$ cat config.mk
export PLATFORM = sky130hd
export DESIGN_NAME = gray_updown_counter_flat
export DESIGN_NICKNAME = d
export VERILOG_FILES = /design/src/rtl/gray_updown_counter_if.sv /design/src/rtl/gray_updown_counter.sv /design/src/flat_wrapper.sv
export SDC_FILE = /design/constraint.sdc
export NUM_CORES = 1
export LEC_CHECK = 0
export BUFFER_PORTS_ARGS = -buffer_cell sky130_fd_sc_hd__buf_2
export CORE_UTILIZATION = 39
export CTS_CLUSTER_DIAMETER = 120
export CTS_CLUSTER_SIZE = 8
export DETAILED_ROUTE_END_ITERATION = 16
export HOLD_SLACK_MARGIN = 0.08
export PLACE_DENSITY = 0.61
export SYNTH_ARGS = -nofsm -noshare
export SYNTH_HDL_FRONTEND = slang
export SYNTH_SLANG_ARGS = --single-unit
$ cat constraint.sdc
create_clock -name clk -period 3.52 [get_ports clk]
set_clock_uncertainty 0.05 [all_clocks]
set_input_delay 0.528 -clock clk [delete_from_list [all_inputs] [get_ports clk]]
set_output_delay 0.528 -clock clk [all_outputs]
set_load 0.01 [all_outputs]
$ cat src/rtl/gray_updown_counter_if.sv
// Control and count bus of the up/down Gray counter.
// The master drives the controls; the slave (counter) drives the counts.
interface gray_updown_counter_if #(
    parameter int WIDTH = 4
) ();
    logic             en;
    logic             up;
    logic             load;
    logic [WIDTH-1:0] load_gray;
    logic [WIDTH-1:0] bin_count;
    logic [WIDTH-1:0] gray_count;
    logic             tc;

    modport master (
        output en, up, load, load_gray,
        input  bin_count, gray_count, tc
    );

    modport slave (
        input  en, up, load, load_gray,
        output bin_count, gray_count, tc
    );
endinterface

$ cat src/rtl/gray_updown_counter.sv
// Parametrised up/down counter keeping a binary count and its registered
// Gray image, with parallel Gray load and wrap or saturate at the range ends.
module gray_updown_counter #(
    parameter int          WIDTH    = 4,
    parameter bit          SATURATE = 1'b0,
    parameter logic [31:0] INIT     = 32'd0
) (
    input  logic                  clk,
    input  logic                  rst,
    gray_updown_counter_if.slave  bus
);

    localparam logic [WIDTH-1:0] MAX    = '1;
    localparam logic [WIDTH-1:0] INIT_B = INIT[WIDTH-1:0];

    logic [WIDTH-1:0] b_q, b_d;
    logic [WIDTH-1:0] g_q;
    logic             tc_q, tc_d;

    function automatic logic [WIDTH-1:0] bin2gray(input logic [WIDTH-1:0] v);
        return v ^ (v >> 1);
    endfunction

    function automatic logic [WIDTH-1:0] gray2bin(input logic [WIDTH-1:0] g);
        logic [WIDTH-1:0] v;
        v[WIDTH-1] = g[WIDTH-1];
        for (int i = WIDTH - 2; i >= 0; i--) begin
            v[i] = v[i+1] ^ g[i];
        end
        return v;
    endfunction

    // NOTE: defaults first so every path assigns b_d and tc_d; no latch is inferred.
    always_comb begin
        b_d  = b_q;
        tc_d = 1'b0;
        if (bus.load) begin
            b_d = gray2bin(bus.load_gray);
        end else if (bus.en) begin
            if (bus.up) begin
                if (b_q == MAX) begin
                    tc_d = 1'b1;
                    b_d  = SATURATE ? MAX : '0;
                end else begin
                    b_d = b_q + 1'b1;
                end
            end else begin
                if (b_q == '0) begin
                    tc_d = 1'b1;
                    b_d  = SATURATE ? '0 : MAX;
                end else begin
                    b_d = b_q - 1'b1;
                end
            end
        end
    end

    // Gray is registered from the next binary value so both outputs change
    // on the same edge and the Gray output is glitch-free for a CDC reader.
    // NOTE: non-blocking assignments keep all three registers updating in parallel.
    always_ff @(posedge clk) begin
        if (rst) begin
            b_q  <= INIT_B;
            g_q  <= bin2gray(INIT_B);
            tc_q <= 1'b0;
        end else begin
            b_q  <= b_d;
            g_q  <= bin2gray(b_d);
            tc_q <= tc_d;
        end
    end

    assign bus.bin_count  = b_q;
    assign bus.gray_count = g_q;
    assign bus.tc         = tc_q;

endmodule

$ cat src/flat_wrapper.sv
// flat-port wrapper written by rule: the top's interface ports become plain ports
module gray_updown_counter_flat 
#(
    parameter int          WIDTH    = 4,
    parameter bit          SATURATE = 1'b0,
    parameter logic [31:0] INIT     = 32'd0
)
  (clk, rst, bus_en, bus_up, bus_load, bus_load_gray, bus_bin_count, bus_gray_count, bus_tc);
  gray_updown_counter_if #(.WIDTH(WIDTH)) bus_i ();
  input  logic clk;
  input  logic rst;
  input wire logic [$bits(bus_i.en)-1:0] bus_en;
  input wire logic [$bits(bus_i.up)-1:0] bus_up;
  input wire logic [$bits(bus_i.load)-1:0] bus_load;
  input wire logic [$bits(bus_i.load_gray)-1:0] bus_load_gray;
  output wire logic [$bits(bus_i.bin_count)-1:0] bus_bin_count;
  output wire logic [$bits(bus_i.gray_count)-1:0] bus_gray_count;
  output wire logic [$bits(bus_i.tc)-1:0] bus_tc;
  assign bus_i.en = bus_en;
  assign bus_i.up = bus_up;
  assign bus_i.load = bus_load;
  assign bus_i.load_gray = bus_load_gray;
  assign bus_bin_count = bus_i.bin_count;
  assign bus_gray_count = bus_i.gray_count;
  assign bus_tc = bus_i.tc;
  gray_updown_counter #(.WIDTH(WIDTH), .SATURATE(SATURATE), .INIT(INIT)) u_core (.clk(clk), .rst(rst), .bus(bus_i));
endmodule
==> flow_metrics.py <==
metrics = {
    "power_and_ir_drop": {
        "irDropWorstVdd_mv": 0.211,
        "leakagePower_uw": 0.000302,
        "power_density_nw_per_um2": 435,
    },
    "clocking": {
        "ctsHoldBuffers": 0,
        "cts_tree": "built",
        "clockRootBuffer": "clkbuf_4",
        "clk_latency_ps": 260,
        "htreeDepth": 1,
        "clkSinkCount": 8,
        "cts_made_buffers": 3,
        "cts_setup_buffers": 0,
        "cts_resized": 0,
        "cts.reportedPaths.clkPinSlew_ps": 60,
        "clk_path_buf_depth": 2,
    },
    "grt": {
        "grt_overflow": 0,
        "antenna_found_initial": 0,
        "grt_pass1_vias": 327,
        "grt_pass1_wl_mm": 1.46,
        "grt_max_degree": 11,
        "grtUsageTotal_pct": 15.0,
    },
    "hold_path": {
        "hold_depth": 2,
        "hold_class": "in2reg",
        "holdPathEnd": "u_core.bus.bin_count[1]",
        "worstHoldStart": "rst",
    },
    "timing": {
        "slew_viol_final": 0,
        "setup-tns-final_ps": 0,
        "rsz0062_at_grt": "no",
        "tightestPinTransition_ps": 381,
        "finalCritPeriodShare_pct": 50.6,
        "maxSlewHeadroom_pct": 74.2,
        "hold_violations": 0,
        "setup_viol": 0,
        "fin_crit_ps": 1780,
        "max_freq_ghz": 0.562,
    },
    "finish": {
        "drive_gt1_share_pct": 38.9,
        "seq_area_um2": 160,
        "nNetsFinal": 85,
        "most-common-layout-cells": "buf_2, dfxtp_1, nor2_1",
        "final_cell_area_um2": 651,
        "multi_input_area_um2": 353,
        "num-fill-cells": 147,
        "num_antenna_cells": 0,
        "final_common_cell": "buf_2",
        "syn2layout_area_growth_pct": 18.7,
    },
    "logic_synthesis": {
        "mappedNetlistArea_um2": 548,
        "syn_avg_cell_area_um2": 9.96,
        "ys.flop_type": "dfxtp_1",
        "synth-seq-cells": 8,
        "synthCells": 55,
        "synth_nets": 66,
        "synth_edf_count": 0,
        "synth-warning-count": 0,
        "async_reset_ff_share_pct": 0,
        "synth_cell_types": 33,
        "yosysSeqAreaShare_pct": 29.2,
    },
    "worst_setup_path": {
        "r2r-start": "u_core.bus.bin_count[0]",
        "cp.arrival_ps": 1880,
        "r2r_end": "u_core.bus.gray_count[2]",
        "crit_chain": "inv_1 > ha_1 > o21bai_1 > a211o_1 > a31oi_2 > xnor2_1 > nor2_1",
        "cp.required_ps": 3620,
        "cpPeakStageDelay_ps": 440,
        "crit_path_end_kind": "flip-flop",
        "r2r_slack_ps": 1740,
        "crit_fanout": 7,
        "critical_path.slowest_cell": "dfxtp_1",
        "ff2ff_path_depth": 7,
        "path_class": "reg2reg",
        "cp-start-kind": "flip-flop",
    },
    "floorplanning": {
        "core_um2": 1300,
        "die-area_um2": 1560,
        "initial_core_util_pct": 42.1,
        "die_w_um": 39.5,
        "die_height_um": 39.5,
        "ioPinCount": 18,
        "fp-row-count": 13,
    },
    "route": {
        "drc": 0,
        "vias_per_cell": 5.08,
        "wl_per_cell_um": 11.7,
        "postRouteAntennaNets": 0,
        "wl_mm": 1.02,
        "drt_iter0_drc": 13,
        "first_pass_iters": 4,
        "vias": 442,
    },
    "outcome": {
        "status": "finished, final reports clean",
    },
    "run": {
        "drv_cap": 0,
    },
    "placed_design": {
        "placed_area_um2": 628,
        "detailed_place_hpwl_um": 733,
        "gp_congestion": 0.850,
        "io_buffers": 17,
    },
}
==> Yosys cell counts, types with 2 or more instances <==
cell,instances,share of area [%]
inv_1,3,2.1
o21ai_0,2,1.8
xor2_1,3,4.8
xnor2_1,2,3.2
nor2b_1,3,3.4
ha_1,2,4.6
dfxtp_1,8,29
nor4_1,2,2.3
nor2_1,6,4.1
==> worst max path at each step <==
stage / startpoint / to / slack [ps] / cells past startpoint
after floorplan: u_core.bus.bin_count[0] / u_core.bus.gray_count[2] / 1810 / 7
after detailed placement: u_core.bus.bin_count[0] / u_core.bus.gray_count[2] / 1750 / 7
after global routing: u_core.bus.bin_count[0] / u_core.bus.gray_count[2] / 1620 / 7
final: u_core.bus.bin_count[0] / u_core.bus.gray_count[2] / 1740 / 7
after global placement: u_core.bus.bin_count[1] / u_core.bus.gray_count[2] / 1770 / 7
after CTS: u_core.bus.bin_count[0] / u_core.bus.gray_count[2] / 1730 / 7
==> layout make-up <==
cell class | count | share of cell area [%]
clock buffers | 3 | 3.46
inverters | 3 | 1.73
multi-input cells | 41 | 54.2
flip-flops and latches | 8 | 24.6
well taps | 15 | 2.88
repair buffers | 17 | 13.1
==> flip-flops by register name, indices dropped and copies added, names as in the netlist <==
register,cells
u_core.bus.bin_count,3
u_core.bus.gray_count,4
u_core.bus.tc,1
==> where the power goes <==
| group | internal [µW] | switching [µW] |
|---|---|---|
| Clock | 39.4 | 36.2 |
| Sequential | 102 | 10.1 |
| Combinational | 47.7 | 46.9 |
| Total | 189 | 93.3 |
==> worst max-delay path: cells and delay by family (launching register included) <==
| kind | cells | cell delay (ps) |
|---|---|---|
| xor+xnor | 1 | 140 |
| buf+inv | 1 | 90 |
| flops | 1 | 440 |
| compound gates | 3 | 670 |
| simple gates | 1 | 60 |
| fa+ha+maj | 1 | 220 |
==> metal layers <==
layer | vias to the layer above | global-route usage [%] | routed length, µm
li1 | 226 | - | -
met1 | 200 | 17.8 | 464
met2 | 14 | 24.6 | 476
met3 | 2 | 5.11 | 65
met4 | 0 | 5.17 | 11
met5 | - | 0 | 0
==> per-stage QoR <==
step	setup WS (ps)	hold slack [ps]	total power (µW)	util (%)	std cells
final	1740	483	283	50.0	87
after CTS	1730	481	285	50.0	87
after global routing	1620	497	298	50.0	87
after global placement	1770	656	210	48.3	84
after detailed placement	1750	655	209	48.3	84
after floorplan	1810	550	184	-	55
==> cells by family (layout without fill, tap and decap cells) <==
logic type	after synthesis	after routing	share of synthesized area, %
AO/OA/AOI/OAI	10	10	18.0
AND/OR/NAND/NOR	19	19	20.1
XOR/XNOR	7	7	15.1
flip-flops	8	8	29.2
adder cells (fa/ha/maj)	2	2	4.57
multiplexers	3	3	6.62
buffers and inverters	6	23	6.39
(Power assumes the default switching activity.)
